==> config.mk <==
export PLATFORM = sky130hd
export DESIGN_NAME = stack_req_ctrl_flat
export DESIGN_NICKNAME = d
export VERILOG_FILES = /design/src/rtl/stack_pkg.sv /design/src/rtl/stack_req_ctrl_if.sv /design/src/rtl/stack_occ_cnt.sv /design/src/rtl/stack_req_ctrl.sv /design/src/flat_wrapper.sv
export SDC_FILE = /design/constraint.sdc
export NUM_CORES = 1
export LEC_CHECK = 0
export CELL_PAD_IN_SITES_DETAIL_PLACEMENT = 1
export CELL_PAD_IN_SITES_GLOBAL_PLACEMENT = 2
export CORE_UTILIZATION = 25
export CTS_CLUSTER_DIAMETER = 60
export DETAILED_ROUTE_END_ITERATION = 8
export PLACE_DENSITY_LB_ADDON = 0.05
export SETUP_SLACK_MARGIN = 0.05
export SLEW_MARGIN = 20
export SYNTH_ARGS = -nofsm -noshare
export SYNTH_HDL_FRONTEND = slang
export SYNTH_SLANG_ARGS = --single-unit
==> constraint.sdc <==
create_clock -name clk -period 2.6 [get_ports clk]
set_input_delay 0.39 -clock clk [delete_from_list [all_inputs] [get_ports clk]]
set_output_delay 0.39 -clock clk [all_outputs]
set_load 0.05 [all_outputs]
==> src/rtl/stack_pkg.sv <==
// Shared constants, op encoding and FSM state type for the stack request front end.
// Latency: none (declarations only).
// Backpressure: n/a.
package stack_pkg;

  localparam int STK_DW    = 12;
  localparam int STK_DEPTH = 8;
  localparam int STK_CW    = 4;

  localparam logic OP_PUSH = 1'b0;
  localparam logic OP_POP  = 1'b1;

  typedef enum logic [2:0] {
    IDLE = 3'd0,
    PUSH = 3'd1,
    POP  = 3'd2,
    WAIT = 3'd3,
    RESP = 3'd4
  } state_t;

endpackage

==> src/rtl/stack_req_ctrl_if.sv <==
// Request/response channel bundle between a command source and stack_req_ctrl.
// Latency: none (wiring only).
// Backpressure: req_ready stalls the source, resp_ready stalls the controller.
//   master : drives req_valid/req_op/req_data/resp_ready (command source)
//   slave  : drives req_ready/resp_valid/resp_data (stack_req_ctrl)
interface stack_req_ctrl_if #(
  parameter int DW = 12
);
  logic          req_valid;
  logic          req_ready;
  logic          req_op;
  logic [DW-1:0] req_data;
  logic          resp_valid;
  logic          resp_ready;
  logic [DW-1:0] resp_data;

  modport master (
    output req_valid, req_op, req_data, resp_ready,
    input  req_ready, resp_valid, resp_data
  );

  modport slave (
    input  req_valid, req_op, req_data, resp_ready,
    output req_ready, resp_valid, resp_data
  );
endinterface

==> src/rtl/stack_occ_cnt.sv <==
// Occupancy counter for the stack: up on push, down on pop, never wraps.
// Latency: count updates on the edge after an inc/dec request.
// Backpressure: none; inc at full and dec at empty are ignored.
//   i_inc/i_dec : one-cycle increment / decrement requests
//   o_count     : current occupancy, o_empty : count == 0, o_at_full : count == DEPTH
module stack_occ_cnt #(
  parameter int DEPTH = 8,
  parameter int CW    = 4
) (
  input  logic          clk,
  input  logic          reset,
  input  logic          i_inc,
  input  logic          i_dec,
  output logic [CW-1:0] o_count,
  output logic          o_empty,
  output logic          o_at_full
);

  logic [CW-1:0] r_count;
  logic          w_empty;
  logic          w_at_full;

  assign w_empty   = (r_count == '0);
  assign w_at_full = (r_count == CW'(DEPTH));

  // Simultaneous inc and dec cancel; the guards keep the count inside 0..DEPTH.
  always_ff @(posedge clk or negedge reset) begin
    if (!reset) begin
      r_count <= '0;
    end else if (i_inc && !i_dec && !w_at_full) begin
      r_count <= r_count + 1'b1;
    end else if (i_dec && !i_inc && !w_empty) begin
      r_count <= r_count - 1'b1;
    end
  end

  assign o_count   = r_count;
  assign o_empty   = w_empty;
  assign o_at_full = w_at_full;

endmodule

==> src/rtl/stack_req_ctrl.sv <==
// Request front end for the stack: turns push/pop requests into stack enables, returns popped data.
// Latency: push accept->stk_push 1 cycle; pop accept->resp_valid 2+RD_LAT cycles.
// Backpressure: req_ready low outside IDLE and for illegal ops; resp held until resp_ready.
//   clk, reset          : clock, async active-low reset (reset the stack together with this block)
//   bus (slave)         : req_valid/req_ready/req_op/req_data, resp_valid/resp_ready/resp_data
//   stk_push/stk_pop    : one-cycle enables to the stack, stk_pushdata registered push data
//   stk_popdata/stk_full: data and full flag from the stack
//   count/empty         : occupancy
//   err/err_sticky      : only with STACK_REQ_ERR_EN defined (illegal ops dropped instead of stalled)
module stack_req_ctrl
  import stack_pkg::*;
#(
  parameter int DW     = STK_DW,
  parameter int DEPTH  = STK_DEPTH,
  parameter int CW     = STK_CW,
  parameter int RD_LAT = 1
) (
  input  logic          clk,
  input  logic          reset,
  stack_req_ctrl_if.slave bus,
  output logic          stk_push,
  output logic          stk_pop,
  output logic [DW-1:0] stk_pushdata,
  input  logic [DW-1:0] stk_popdata,
  input  logic          stk_full,
`ifdef STACK_REQ_ERR_EN
  output logic          err,
  output logic          err_sticky,
`endif
  output logic [CW-1:0] count,
  output logic          empty
);

  localparam logic [1:0] WAIT_INIT = 2'(RD_LAT - 1);

  state_t        r_state;
  state_t        w_state_nxt;
  logic [1:0]    r_wait_cnt;
  logic [DW-1:0] r_pushdata;
  logic [DW-1:0] r_resp_data;
  logic          w_req_ready;
  logic          w_legal;
  logic          w_accept;
  logic          w_wait_last;
  logic          w_empty;
  logic          w_at_full;

  stack_occ_cnt #(
    .DEPTH (DEPTH),
    .CW    (CW)
  ) u_occ (
    .clk       (clk),
    .reset     (reset),
    .i_inc     (r_state == PUSH),
    .i_dec     (r_state == POP),
    .o_count   (count),
    .o_empty   (w_empty),
    .o_at_full (w_at_full)
  );

  // stk_full with count below DEPTH means the stack and this block disagree;
  // block the push anyway rather than trust either side.
  assign w_legal     = (bus.req_op == OP_PUSH) ? (!w_at_full && !stk_full) : !w_empty;
  assign w_wait_last = (r_state == WAIT) && (r_wait_cnt == 2'd0);
  assign w_accept    = bus.req_valid && w_req_ready;

  always_ff @(posedge clk or negedge reset) begin
    if (!reset) begin
      r_state <= IDLE;
    end else begin
      r_state <= w_state_nxt;
    end
  end

  always_comb begin
    w_state_nxt = r_state;
    w_req_ready = 1'b0;
    case (r_state)
      IDLE: begin
        // Gated by reset so the channel never looks ready while the block is held in reset.
`ifdef STACK_REQ_ERR_EN
        w_req_ready = reset;
`else
        w_req_ready = reset && w_legal;
`endif
        // Illegal ops that get accepted (error build) stay in IDLE and are dropped.
        if (bus.req_valid && w_req_ready && w_legal) begin
          w_state_nxt = (bus.req_op == OP_PUSH) ? PUSH : POP;
        end
      end
      PUSH:    w_state_nxt = IDLE;
      POP:     w_state_nxt = WAIT;
      WAIT:    if (w_wait_last) w_state_nxt = RESP;
      RESP:    if (bus.resp_ready) w_state_nxt = IDLE;
      default: w_state_nxt = IDLE;
    endcase
  end

  // WAIT dwell counter, loaded as the pop pulse goes out.
  always_ff @(posedge clk or negedge reset) begin
    if (!reset) begin
      r_wait_cnt <= '0;
    end else if (r_state == POP) begin
      r_wait_cnt <= WAIT_INIT;
    end else if ((r_state == WAIT) && (r_wait_cnt != 2'd0)) begin
      r_wait_cnt <= r_wait_cnt - 1'b1;
    end
  end

  always_ff @(posedge clk or negedge reset) begin
    if (!reset) begin
      r_pushdata <= '0;
    end else if ((r_state == IDLE) && w_accept && w_legal && (bus.req_op == OP_PUSH)) begin
      r_pushdata <= bus.req_data;
    end
  end

  always_ff @(posedge clk or negedge reset) begin
    if (!reset) begin
      r_resp_data <= '0;
    end else if (w_wait_last) begin
      r_resp_data <= stk_popdata;
    end
  end

`ifdef STACK_REQ_ERR_EN
  logic r_err;
  logic r_err_sticky;
  logic w_drop;

  assign w_drop = (r_state == IDLE) && w_accept && !w_legal;

  always_ff @(posedge clk or negedge reset) begin
    if (!reset) begin
      r_err        <= 1'b0;
      r_err_sticky <= 1'b0;
    end else begin
      r_err        <= w_drop;
      r_err_sticky <= r_err_sticky || w_drop;
    end
  end

  assign err        = r_err;
  assign err_sticky = r_err_sticky;
`endif

  assign bus.req_ready  = w_req_ready;
  assign bus.resp_valid = (r_state == RESP);
  assign bus.resp_data  = r_resp_data;
  assign stk_push       = (r_state == PUSH);
  assign stk_pop        = (r_state == POP);
  assign stk_pushdata   = r_pushdata;
  assign empty          = w_empty;

endmodule
==> src/flat_wrapper.sv <==
// flat-port wrapper written by rule: the top's interface ports become plain ports
module stack_req_ctrl_flat import stack_pkg::*;
#(
  parameter int DW     = STK_DW,
  parameter int DEPTH  = STK_DEPTH,
  parameter int CW     = STK_CW,
  parameter int RD_LAT = 1
)
  (clk, reset, stk_push, stk_pop, stk_pushdata, stk_popdata, stk_full, count, empty, bus_req_valid, bus_req_op, bus_req_data, bus_resp_ready, bus_req_ready, bus_resp_valid, bus_resp_data);
  stack_req_ctrl_if #(.DW(DW)) bus_i ();
  input  logic clk;
  input  logic reset;
  output logic stk_push;
  output logic stk_pop;
  output logic [DW-1:0] stk_pushdata;
  input  logic [DW-1:0] stk_popdata;
  input  logic stk_full;
  output logic [CW-1:0] count;
  output logic empty;
  input wire logic [$bits(bus_i.req_valid)-1:0] bus_req_valid;
  input wire logic [$bits(bus_i.req_op)-1:0] bus_req_op;
  input wire logic [$bits(bus_i.req_data)-1:0] bus_req_data;
  input wire logic [$bits(bus_i.resp_ready)-1:0] bus_resp_ready;
  output wire logic [$bits(bus_i.req_ready)-1:0] bus_req_ready;
  output wire logic [$bits(bus_i.resp_valid)-1:0] bus_resp_valid;
  output wire logic [$bits(bus_i.resp_data)-1:0] bus_resp_data;
  assign bus_i.req_valid = bus_req_valid;
  assign bus_i.req_op = bus_req_op;
  assign bus_i.req_data = bus_req_data;
  assign bus_i.resp_ready = bus_resp_ready;
  assign bus_req_ready = bus_i.req_ready;
  assign bus_resp_valid = bus_i.resp_valid;
  assign bus_resp_data = bus_i.resp_data;
  stack_req_ctrl #(.DW(DW), .DEPTH(DEPTH), .CW(CW), .RD_LAT(RD_LAT)) u_core (.clk(clk), .reset(reset), .bus(bus_i), .stk_push(stk_push), .stk_pop(stk_pop), .stk_pushdata(stk_pushdata), .stk_popdata(stk_popdata), .stk_full(stk_full), .count(count), .empty(empty));
endmodule
; Yosys cells after proc, flatten, opt, wreduce, memory -nomap -nowiden
; Cells that the tools add are included.
[word_totals]
output_inout_bits = 33
word_cells = 54
inputBits = 30
reg_bits = 33
[op_classes]
bitwise = 1
eq_ne = 8
mux = 11
add_sub_neg = 3
reduce_logical = 26
[ops]
columns = op, n
row1 = logical AND 1 bit, 14
row2 = one-hot mux 3 bit (4 select lines), 1
row3 = 2-to-1 mux 3 bit, 3
row4 = 2-to-1 mux 4 bit, 2
row5 = equality test 3 x 2 -> 1 bit (second input constant), 2
row6 = 2-to-1 mux 2 bit, 3
row7 = nonzero test 2 bit, 3
row8 = logical NOT 1 bit, 5
row9 = adder 4 x 1 -> 4 bit (second input constant), 1
row10 = equality test 4 bit (second input constant), 1
row11 = logical NOT 4 bit, 1
row12 = inequality test 2 x 1 -> 1 bit (second input constant), 2
row13 = subtractor 4 x 1 -> 4 bit (second input constant), 1
row14 = equality test 3 x 1 -> 1 bit (second input constant), 1
row15 = equality test 3 bit (second input constant), 1
row16 = logical NOT 3 bit, 1
row17 = AND reduction 3 bit, 1
row18 = logical NOT 2 bit, 1
row19 = 2-to-1 mux 1 bit, 2
row20 = inequality test 2 bit (second input constant), 1
row21 = subtractor 2 x 1 -> 2 bit (second input constant), 1
row22 = NOT 1 bit, 1

; Logic depth before layout (Yosys ltp)
[depth]
word_depth = 10
mapped_depth = 9
ltp_nobuf = 8

; Hierarchy
; From an unflattened synthesis, not the netlist that was laid out.
[hier_totals]
cells_unflattened = 115
area_unflattened_um2 = 1627.8
[modules_own_cells]
columns = mod, cells_per_inst, area_per_inst_um2, seq_area_each_um2, instances
row1 = stack_req_ctrl, 88, 1310.0, 725.7, 1
row2 = stack_occ_cnt, 27, 317.8, 100.1, 1

; Worst setup path before layout
; No wires, ideal clock.
[synth_timing]
path_kind = flip-flop to output port
from = reg u_core.u_occ.r_count[3] (netlist: u_core.u_occ.o_count[3])
to = out bus_req_ready
path_buffers = 1
arrival_ps = 3389
required_time_ps = 2210
setup_slack_ps = -1179
path_stages_with_launch = 4
path_cell_list = dfrtp_1 clkbuf_1 nor4_1 a211oi_1
[synth_via]
word_cells_on_any_way = 8
cone_classes = eq/ne: 1 / mux: 2 / reduce/logical: 5
[synth_lines]
columns = element, line_no
row1 = start: declaration, stack_occ_cnt.sv:19  ; logic [CW-1:0] r_count;
row2 = start signal: assignment, stack_occ_cnt.sv:31  ; r_count <= r_count + 1'b1;
row3 = start signal: assignment, stack_occ_cnt.sv:33  ; r_count <= r_count - 1'b1;
row4 = logical NOT 4 bit, stack_occ_cnt.sv:23  ; assign w_empty = (r_count == '0);
row5 = net empty, flat_wrapper.sv:19  ; output logic empty;
row6 = logical NOT 1 bit, stack_req_ctrl.sv:63  ; assign w_legal = (bus.req_op == OP_PUSH) ? (!w_at_full && !stk_full) : !w_empty;
row7 = 2-to-1 mux 1 bit, stack_req_ctrl.sv:63
row8 = logical AND 1 bit, stack_req_ctrl.sv:84  ; w_req_ready = reset && w_legal;
row9 = 2-to-1 mux 1 bit, stack_req_ctrl.sv:78  ; case (r_state)
row10 = end: declaration, flat_wrapper.sv:24  ; output wire logic [$bits(bus_i.req_ready)-1:0] bus_req_ready;
; The timed path passes the listed nets, and every way through them passes these cells.

; Final worst setup path
[layout_timing]
from = reg u_core.r_state[1]
to = reg u_core.u_occ.r_count[3] (netlist: u_core.u_occ.o_count[3])
[layout_via]
elab_chain_len = 5
word_cells_on_any_way = 10
cone_classes = eq/ne: 2 / mux: 1 / reduce/logical: 7
[layout_lines]
columns = element, line_no
row1 = start: declaration, stack_req_ctrl.sv:36  ; state_t r_state;
row2 = start signal: assignment, stack_req_ctrl.sv:71  ; r_state <= w_state_nxt;
row3 = equality test 3 x 2 -> 1 bit / equality test 3 x 1 -> 1 bit (equally long branches), "stack_req_ctrl.sv:55, stack_req_ctrl.sv:54"
row4 = logical NOT 1 bit (on tied branches), "stack_occ_cnt.sv:30, stack_occ_cnt.sv:32"
row5 = logical AND 1 bit (on tied branches) (2 in series), "stack_occ_cnt.sv:30, stack_occ_cnt.sv:32"
row6 = 2-to-1 mux 4 bit / nonzero test 2 bit (equally long branches), --
; Parallel ways exist; a longest one is shown, timed or not.
; A chain may end at the register's enable or synchronous reset.

==> run metrics <==
Ports 63; Worst Hold Class flip-flop to flip-flop; hold_buf cts 0; Detailed Route Iter0 Violations 25; Post-synth EDFFs 0; M1 WL 1.690 mm; setup TNS 0 ps; Die ar. 6643 um2; DR top layer met4; Critical Path Start Type flip-flop; worst hold path endpoint u_core.stk_pushdata[11]; CP required 2750 ps; mean post-synth cell area 12.16 um2; Worst R2R Start u_core.r_state[1]; area delta synth->final 55.19%; PwrDens 1509 nW/um2; clock root buffer clkbuf_8; share of layout cells above drive strength 1 0.1393; Synth async-reset ratio 1.000; TritonCTS clock tree done; GRT overflow 0; crit share post-route 0.9240; # Post-CTS Setup Buffers 0; largest net degree at the start of global routing 25; reg2reg path depth 8; Slew headroom 0.6359; vias per cell 4.598; Worst-Skew Late Latency 280 ps; CP arrival 2550 ps; maximum clock rate 416.3 MHz; CP peak stage delay 470 ps; HPWL after DPL 3.242 mm; fillers 656; critical path type flip-flop to flip-flop; worst hold path depth 1; Pre-Repair DR Iteration Count 4; WL final 4.156 mm; Mapped Area 1580 um2; total core area 6026 um2; vias in the first global route 1376; Power Total 3.701 mW; outcome finished, final reports clean; routed length per instance 15.06 um; reg2reg end u_core.u_occ.o_count[3]; htree depth 2; cells after synthesis 130; unrepaired setup endpoints after global routing no; R2R setup slack 200 ps; DRT antenna net count 0; Crit. End Element flip-flop; met3 routed WL 349 um; Worst path slowest cell or3b_1; Synth area leaders dfrtp_1, mux2_1, ha_1; Max Slew Vio Count 0; WHS 487.4 ps; Max-cap violations 0; antenna cells 0; clock transition at the registers of the reported paths 70 ps; port bufs 62; Bufs on Longest Clock Path 2; setup violators final 0; Yosys reg bits 33; die height 81.51 um; post-CTS resize count 0; DIE WIDTH 81.51 um; initial antenna violation count 0; clk_skew 1.883 ps; clock sinks 33; Ys Warns 0; Synth cell types 38; DRC 0; peak supply drop 0.0005079 V; row cnt 28; TritonCTS buffer count 5; crit path buf inv count 1; nets 234; Final min period 2402 ps; delay-heaviest family, CP simple AND/OR/NAND/NOR gates; Hold Crit Start u_core.stk_pushdata[11]; area leader, netlist dfrtp_1; routed via count 1269; P_leak 1.025 nW; Initial Utilization 0.2623; register area share after synthesis 0.5226; Synthesized Nets 164; worst-margin pin slew 546.1 ps; crit path cell chain or3b_1, clkinv_1, nand2_1, ha_1, a21o_1, a21oi_1, mux2i_1, nand3_1; main flop type after synthesis dfrtp_1; post-synth top area share 0.5226; met2 wire length 2.079 mm; gpl congestion 0.7755; critical path fanouts, max 8; GRT Resource Usage Total 0.1415; first-pass GRT wire length 6.824 mm; endpoints failing hold 0
how the worst max path moves through the flow:
stage | start | end | cells after the start
global placement | u_core.r_state[1] | u_core.u_occ.o_count[2] | 7
CTS | u_core.r_state[1] | u_core.u_occ.o_count[3] | 8
global route | u_core.r_state[1] | u_core.u_occ.o_count[3] | 8
detailed placement | u_core.r_state[1] | u_core.u_occ.o_count[3] | 8
floorplan | u_core.r_state[0] | u_core.u_occ.o_count[2] | 8
finish | u_core.r_state[1] | u_core.u_occ.o_count[3] | 8
worst reg2reg max path, delay by kind of cell, from the launching register on:
kind | cells | cell delay [ps]
flip-flops | 1 | 450
AND/OR/NAND/NOR | 3 | 690
adder cells (fa/ha/maj) | 1 | 310
AO/OA/AOI/OAI | 2 | 450
buffers and inverters | 1 | 130
multiplexers | 1 | 240
per-layer routing:
metal	vias up	global-route usage
met5	-	0
met1	623	0.1563
met2	44	0.2425
met3	4	0.05667
met4	0	0.05357
li1	598	-
per-stage QoR:
step | std cells | util | setup WS [ps] | instance area [um2]
6_report | 276 | 0.4070 | 197.7 | 2452
5_1_grt | 276 | 0.4070 | 69.94 | 2452
4_1_cts | 276 | 0.4070 | 181.5 | 2452
3_5_place_dp | 268 | 0.3870 | 229.4 | 2332
3_3_place_gp | 268 | 0.3870 | 329.1 | 2332
2_1_floorplan | 130 | - | 141.2 | 1600
registers in the layout, summed over array words and instances, names as in the netlist:
signal and cells:
u_core.r_wait_cnt 2, u_core.r_state 3, u_core.u_occ.o_count 4, u_core.stk_pushdata 12, u_core.bus.resp_data 12
cells in the mapped netlist, types with 2 or more instances:
| cell type | count |
|---|---|
| nand2b_1 | 3 |
| a21oi_1 | 4 |
| nand2_1 | 9 |
| buf_2 | 2 |
| nor3_1 | 3 |
| inv_1 | 5 |
| mux2_1 | 21 |
| o21ai_0 | 4 |
| nor2_1 | 5 |
| dfrtp_1 | 33 |
| mux2_2 | 3 |
| or3b_1 | 2 |
| a211oi_1 | 2 |
| clkbuf_1 | 2 |
| a22o_1 | 2 |
| buf_6 | 2 |
| nand3_1 | 3 |
| nor4_1 | 2 |
| mux2i_1 | 2 |
| ha_1 | 3 |
where the power goes:
part,internal (mW),switching (mW)
Sequential,0.757,0.203
Combinational,0.838,1.40
Clock,0.312,0.193
Total,1.91,1.79
layout make-up:
cell class                 instances  area (um2)  area share
inverter                           6       22.52    0.009184
tap                               75       93.84     0.03827
timing repair buffer              69       678.2      0.2765
multi-input combinational         85       711.9      0.2903
clock inverter                     2       37.54     0.01531
clock buffer                       6       82.58     0.03367
sequential                        33       825.8      0.3367
cells by family (layout without fill, tap and decap cells):
family                     after synthesis  count (layout)  share of synthesized area
buffers and inverters                   12              83                    0.03959
DFF                                     33              33                     0.5226
AOI/OAI and AO/OA                       18              18                    0.07997
adders and majority gates                4               4                    0.03642
xor gates and xnor gates                 1               1                   0.005543
and+or+nand+nor                         35              35                     0.1227
muxes                                   27              27                     0.1932
layout by cell type, fill, tap and decap left out, types with 2 or more instances in the layout:
cell and instances:
nand2b_1 3, nand3_1 3, clkbuf_8 6, mux2_2 3
mux2i_1 2, nor3_1 3, nand2_1 9, buf_4 9
mux2_1 21, ha_1 3, o21ai_0 4, or3b_1 2
inv_1 5, dfrtp_1 33, clkdlybuf4s50_1 59, a22o_1 2
a21oi_1 4, nor2_1 5
Note: power is estimated with default switching activity, not from simulation.
